--- config.mk ---
export PLATFORM = sky130hd
export DESIGN_NAME = hilo_muldiv_ctrl
export DESIGN_NICKNAME = d
export VERILOG_FILES = /design/src/rtl/hilo_muldiv_ctrl.sv
export SDC_FILE = /design/constraint.sdc
export NUM_CORES = 2
export LEC_CHECK = 0
export CAP_MARGIN = 0
export CORE_ASPECT_RATIO = 0.7
export CORE_MARGIN = 5
export CORE_UTILIZATION = 45
export CTS_BUF_LIST = sky130_fd_sc_hd__clkbuf_16
export DETAILED_ROUTE_END_ITERATION = 6
export HOLD_SLACK_MARGIN = 0.03
export SYNTH_ARGS = -nofsm -noshare
export SYNTH_HDL_FRONTEND = slang
export SYNTH_SLANG_ARGS = --single-unit
--- constraint.sdc ---
create_clock -name clk -period 9.6 [get_ports clk]
set_clock_uncertainty 0.2 [all_clocks]
set_input_delay 0.96 -clock clk [delete_from_list [all_inputs] [get_ports clk]]
set_output_delay 0.96 -clock clk [all_outputs]
set_load 0.03 [all_outputs]
--- src/rtl/hilo_muldiv_ctrl.sv ---
`default_nettype none
// ============================================================================
//  Module   : hilo_muldiv_ctrl
//  Brief    : Owns every write to the 64-bit HI/LO register. Runs MULT/MULTU
//             (MUL_LAT cycles), DIV/DIVU (32-step restoring divide plus a
//             sign-fix cycle) and MTHI/MTLO. Stalls EX while busy, then
//             issues one registered write strobe with {HI,LO} data.
//  Options  : HILO_FWD_EN - adds the hilo_fwd output and makes MTHI/MTLO
//             merge with the forwarded value instead of hilo_cur.
//  Revision : 1.0 - initial release
// ============================================================================
module hilo_muldiv_ctrl #(
  parameter int MUL_LAT = 2
) (
  input  logic        clk,
  input  logic        rst,
  input  logic        start,
  input  logic [2:0]  op,
  input  logic [31:0] a,
  input  logic [31:0] b,
  input  logic        flush,
  input  logic [63:0] hilo_cur,
  output logic        stall,
  output logic        hilo_we,
  output logic [63:0] hilo_wdata,
  output logic        div_zero
`ifdef HILO_FWD_EN
  ,
  output logic [63:0] hilo_fwd
`endif
);

  localparam logic [1:0] c_IDLE = 2'd0;
  localparam logic [1:0] c_MUL  = 2'd1;
  localparam logic [1:0] c_DIV  = 2'd2;
  localparam logic [1:0] c_FIX  = 2'd3;

  localparam logic [2:0] c_OP_MULT  = 3'd1;
  localparam logic [2:0] c_OP_MULTU = 3'd2;
  localparam logic [2:0] c_OP_DIV   = 3'd3;
  localparam logic [2:0] c_OP_DIVU  = 3'd4;
  localparam logic [2:0] c_OP_MTHI  = 3'd5;
  localparam logic [2:0] c_OP_MTLO  = 3'd6;

  localparam logic [4:0] c_MUL_LAST = 5'(MUL_LAT - 1);
  localparam logic [4:0] c_DIV_LAST = 5'd31;

  logic [1:0]         r_state;
  logic [1:0]         w_next_state;
  logic [4:0]         r_cnt;
  logic signed [32:0] r_mul_a;
  logic signed [32:0] r_mul_b;
  logic [31:0]        r_quo;
  logic [31:0]        r_rem;
  logic [31:0]        r_dvs;
  logic               r_qneg;
  logic               r_rneg;

  logic               w_idle_req;
  logic               w_mul_go;
  logic               w_div_go;
  logic               w_div_zero;
  logic               w_mt_go;
  logic               w_is_mul;
  logic               w_is_div;
  logic [31:0]        w_a_mag;
  logic [31:0]        w_b_mag;
  logic signed [63:0] w_prod;
  logic [32:0]        w_shift;
  logic [32:0]        w_diff;
  logic               w_ge;
  logic [31:0]        w_quo_fix;
  logic [31:0]        w_rem_fix;
  logic [63:0]        w_merge_src;

  // Request decode: only an unflushed start seen in IDLE can be accepted.
  assign w_idle_req = (r_state == c_IDLE) && start && !flush;
  assign w_is_mul   = (op == c_OP_MULT) || (op == c_OP_MULTU);
  assign w_is_div   = (op == c_OP_DIV)  || (op == c_OP_DIVU);
  assign w_mul_go   = w_idle_req && w_is_mul;
  assign w_div_go   = w_idle_req && w_is_div && (b != 32'd0);
  assign w_div_zero = w_idle_req && w_is_div && (b == 32'd0);
  assign w_mt_go    = w_idle_req && ((op == c_OP_MTHI) || (op == c_OP_MTLO));

  // Signed divide runs on magnitudes; signs are restored in FIX.
  assign w_a_mag = ((op == c_OP_DIV) && a[31]) ? (-a) : a;
  assign w_b_mag = ((op == c_OP_DIV) && b[31]) ? (-b) : b;

  // 33x33 signed multiply covers both MULT (sign-extended) and MULTU (zero-extended).
  assign w_prod = 64'(r_mul_a) * 64'(r_mul_b);

  // One restoring step: shift in next dividend bit, subtract if it fits.
  assign w_shift = {r_rem, r_quo[31]};
  assign w_diff  = w_shift - {1'b0, r_dvs};
  assign w_ge    = !w_diff[32];

  assign w_quo_fix = r_qneg ? (-r_quo) : r_quo;
  assign w_rem_fix = r_rneg ? (-r_rem) : r_rem;

`ifdef HILO_FWD_EN
  assign hilo_fwd    = hilo_we ? hilo_wdata : hilo_cur;
  assign w_merge_src = hilo_fwd;
`else
  assign w_merge_src = hilo_cur;
`endif

  // State register.
  always_ff @(posedge clk) begin
    if (rst) r_state <= c_IDLE;
    else     r_state <= w_next_state;
  end

  // Next-state logic; flush returns to IDLE from anywhere.
  always_comb begin
    w_next_state = r_state;
    if (flush) begin
      w_next_state = c_IDLE;
    end else begin
      case (r_state)
        c_IDLE: begin
          if (w_mul_go)      w_next_state = c_MUL;
          else if (w_div_go) w_next_state = c_DIV;
        end
        c_MUL:   if (r_cnt == c_MUL_LAST) w_next_state = c_IDLE;
        c_DIV:   if (r_cnt == c_DIV_LAST) w_next_state = c_FIX;
        default: w_next_state = c_IDLE;
      endcase
    end
  end

  // Stall output: busy states, or a multi-cycle op being accepted this cycle.
  always_comb begin
    stall = 1'b0;
    if (!flush) stall = (r_state != c_IDLE) || w_mul_go || w_div_go;
  end

  // Iteration counter and operand/partial-result datapath.
  always_ff @(posedge clk) begin
    if (rst) begin
      r_cnt   <= 5'd0;
      r_mul_a <= '0;
      r_mul_b <= '0;
      r_quo   <= '0;
      r_rem   <= '0;
      r_dvs   <= '0;
      r_qneg  <= 1'b0;
      r_rneg  <= 1'b0;
    end else if (flush) begin
      r_cnt <= 5'd0;
    end else begin
      case (r_state)
        c_IDLE: begin
          r_cnt <= 5'd0;
          if (w_mul_go) begin
            r_mul_a <= {(op == c_OP_MULT) & a[31], a};
            r_mul_b <= {(op == c_OP_MULT) & b[31], b};
          end
          if (w_div_go) begin
            r_quo  <= w_a_mag;
            r_dvs  <= w_b_mag;
            r_rem  <= 32'd0;
            r_qneg <= (op == c_OP_DIV) & (a[31] ^ b[31]);
            r_rneg <= (op == c_OP_DIV) & a[31];
          end
        end
        c_MUL: r_cnt <= (r_cnt == c_MUL_LAST) ? 5'd0 : r_cnt + 5'd1;
        c_DIV: begin
          r_cnt <= r_cnt + 5'd1;
          r_quo <= {r_quo[30:0], w_ge};
          r_rem <= w_ge ? w_diff[31:0] : w_shift[31:0];
        end
        default: r_cnt <= 5'd0;
      endcase
    end
  end

  // Registered result strobes; a flush suppresses any result not yet registered.
  always_ff @(posedge clk) begin
    if (rst) begin
      hilo_we    <= 1'b0;
      hilo_wdata <= 64'd0;
      div_zero   <= 1'b0;
    end else begin
      hilo_we  <= 1'b0;
      div_zero <= 1'b0;
      if (!flush) begin
        if (w_mt_go) begin
          hilo_we    <= 1'b1;
          hilo_wdata <= (op == c_OP_MTHI) ? {a, w_merge_src[31:0]}
                                          : {w_merge_src[63:32], a};
        end
        if (w_div_zero) div_zero <= 1'b1;
        if ((r_state == c_MUL) && (r_cnt == c_MUL_LAST)) begin
          hilo_we    <= 1'b1;
          hilo_wdata <= w_prod;
        end
        if (r_state == c_FIX) begin
          hilo_we    <= 1'b1;
          hilo_wdata <= {w_rem_fix, w_quo_fix};
        end
      end
    end
  end

endmodule
`default_nettype wire

==> impl_summary.log <==
INFO  metric clock.fmax = roughly 110 MHz
INFO  metric power.leakage = between 20 and 30 nW
INFO  metric clock_tree_from_tritoncts = done
INFO  metric ioPinCount = 202
INFO  metric rsz0062_at_grt = no
INFO  metric largest_net_degree_at_the_start_of_global_routing = 95
INFO  metric timing.slew.headroom = about a fifth
INFO  metric detail_route.drc_violations = 0
INFO  metric period_needed = slightly above 9 ns
INFO  metric cts.hold.buffers_added = 0
INFO  metric clkSinkCount = about 240
INFO  metric status = completed
INFO  metric final-max-slew-violation-count = 0
INFO  metric netlist-cell-type-count = 95
INFO  metric critical_path.max_fanout = 11
INFO  metric cts_made_buffers = 26
INFO  metric grt.total_usage = 26.9%
INFO  metric dp.final_hpwl = between 100000 and 150000 um
INFO  metric layout_common_cells = inv_1, fa_1, nand2_1, and2_1, a21oi_1
INFO  metric wl_met2 = 73100 um
INFO  metric clock_path_buffers = 3
INFO  metric critPathLaunchType = register
INFO  metric leading_cell_type_in_the_layout_fill_and_taps_excluded = inv_1
INFO  metric syn-cell-area = approximately 53000 um^2
INFO  metric clkLatencyLatePin = 0.59 ns
INFO  metric gpl.final_weighted_congestion = 0.970
INFO  metric dieHeight = ~300 um
INFO  metric cell_pwr_density = 51.6 nW/um^2
INFO  metric postPlaceCellArea = 56900 um^2
INFO  metric post_route_cells_drive_above_1_share = between 3 and 4%
INFO  metric drt_first_iter_violations = 3470
INFO  metric fin_area = 57900 um^2
INFO  metric drv_cap = 0
INFO  metric postSynthRegisterBits = ~240
INFO  metric syn-instance-count = 6252
INFO  metric post_cts_resize_count = 0
INFO  metric worstMarginPinSlew = 1.19 ns
INFO  metric ant_nets = 0
INFO  metric setup_tns = 0 ns
INFO  metric syn_to_final_growth = 8.33%
INFO  metric timing_worst_setup_path_type = register to register
INFO  metric synth-seq-area-share = approximately 8.9%
INFO  metric crit_path_end_kind = register
INFO  metric synth-edff-count = 0
INFO  metric met3_wirelength = ~12000 um
INFO  metric cts.htree.levels = 1
INFO  metric first_pass_grt_wire_length = 265000 um
INFO  metric vdd_ir_drop_max = roughly 0.13 mV
INFO  metric hold_path.class = register to register
INFO  metric arr_time_crit_path = 9.46 ns
INFO  metric port_buffers = 201
INFO  metric die_area = approximately 130000 um^2
INFO  metric first_global_vias = roughly 43000
INFO  metric wire_per_inst = about 22 um
INFO  metric synth_flop_cell = dfxtp_1
INFO  metric layout.nets = 7752
INFO  metric dr_total_vias = roughly 42000
INFO  metric fp.dieW = roughly 420 um
INFO  metric hold_viol = 0
INFO  metric initial_utilization = between 40% and 50%
INFO  metric clk_transition_reported_paths = 0.07 ns
INFO  metric yosysWarningCount = 0
INFO  metric grt-ovfl-total = 0
INFO  metric vias_per_cell = 5.44
INFO  metric design_power_total = between 0.002 and 0.003 W
INFO  metric syn_nets = ~7800
INFO  metric fraction_of_the_cycle_the_final_worst_path_needs = a little over nine tenths
INFO  metric fp-row-count = 105
INFO  metric mean_syn_cell_area = between 8 and 9 um^2
INFO  metric detail_route.first_pass.iterations = 5
INFO  metric finalSetupViolations = 0
INFO  metric synthArstFlopShare = 0%
INFO  metric fp.coreArea = 118000 um^2
INFO  metric topRoutingLayerUsed = met5
INFO  metric postRouteWirelength = approximately 170000 um
INFO  metric cts_root_buf = clkbuf_16
INFO  metric grt_antenna_before_repair = 7
INFO  metric cp.required = around 10 ns
INFO  metric met1Wirelength = 77900 um
INFO  metric postCtsSetupRepairBufs = 0
sequential cells by signal, indices dropped and copies added (netlist names):
signal,count
hilo_we,1
r_rneg,1
r_mul_b,33
r_state,2
r_mul_a,33
hilo_wdata,64
div_zero,1
r_dvs,32
r_quo,32
r_qneg,1
r_rem,32
r_cnt,5
worst max-delay path, stage by stage (launching register included):
cell,delay [ns]
dfxtp_1,0.77
and2_1,0.29
fa_1,0.49
fa_1,0.52
fa_1,0.93
fa_1,0.55
fa_1,0.51
fa_1,0.51
fa_1,0.50
inv_1,0.05
fa_1,0.48
inv_1,0.05
ha_1,0.41
a21oi_1,0.27
o21ai_0,0.23
a2111oi_0,0.72
nand3_1,0.15
a21o_1,0.27
a21o_1,0.26
a21o_1,0.20
xnor2_1,0.34
a221oi_1,0.16
a21oi_1,0.20
routing by layer:
layer	up-vias	track usage [%]
met5	-	0
met4	6	7.06
met3	231	3.77
met2	1510	40.4
met1	21800	40.8
li1	19000	-
synth_stat cells (18+ instances only):
cell type	number	area (um^2)
nor3_1	30	150
nand2b_1	18	113
or3_1	19	119
nor2_1	160	601
xor2_1	91	797
mux2i_1	33	330
and2_1	549	3430
nor2b_1	46	288
a211oi_1	90	676
xnor2_1	130	1140
a31oi_1	29	181
nand2_1	1030	3870
nand3_1	32	160
o21bai_1	21	158
o21ai_0	136	681
ha_1	255	3190
o21ai_1	48	240
a21oi_1	314	1570
inv_1	1178	4420
o31ai_1	28	210
clkbuf_1	337	1260
dfxtp_1	237	4740
fa_1	1126	22500
a21o_1	42	315
and3_1	19	119
logic make-up after synthesis:
kind of cell	count (synthesis)	synth area share (%)
AND/OR/NAND/NOR	1991	17.9
multiplexers	33	0.618
buffers and inverters	1548	11.0
AO/OA/AOI/OAI	840	9.75
adder cells (fa/ha/maj)	1381	48.2
XOR/XNOR	222	3.68
flip-flops	237	8.88
final timing paths:
kind / endpoint / cells after the start / slack (ns) / from
max reg2reg: hilo_wdata[54]$_SDFFE_PP0P_ / 22 / 0.44 / r_mul_b[4]$_SDFFE_PP0P_
min reg2reg: hilo_wdata[44]$_SDFFE_PP0P_ / 2 / 0.25 / hilo_wdata[44]$_SDFFE_PP0P_
min: hilo_wdata[44]$_SDFFE_PP0P_ / 2 / 0.25 / hilo_wdata[44]$_SDFFE_PP0P_
max: hilo_wdata[54]$_SDFFE_PP0P_ / 22 / 0.44 / r_mul_b[4]$_SDFFE_PP0P_
final cells by class:
type	count	area [um^2]
clock inverter	21	264
fill	11400	59700
timing repair buffer	326	2980
sequential	237	4740
multi-input combinational	4467	42800
clock buffer	27	676
antenna	3	7.51
inverter	1178	4420
tap	1551	1940
report_power, final:
part | internal [W] | switching [W] | leakage, nW | total [W]
sequential | 0.00101 | 0.0000453 | 1.92 | 0.00105
clock | 0.000675 | 0.000518 | 0.469 | 0.00119
combinational | 0.000271 | 0.000469 | 25.6 | 0.000740
metrics by stage:
step	std cells	util (%)	worst slack (ns)	hold WS [ns]
after global placement	7759	48.4	0.814	0.229
final	7810	49.2	0.442	0.245
after detailed placement	7759	48.4	0.781	0.233
after global routing	7808	49.2	0.383	0.264
after floorplan	6252	-	1.93	0.232
after CTS	7807	49.2	0.726	0.243
No activity file was read; power rests on OpenSTA's default activity.
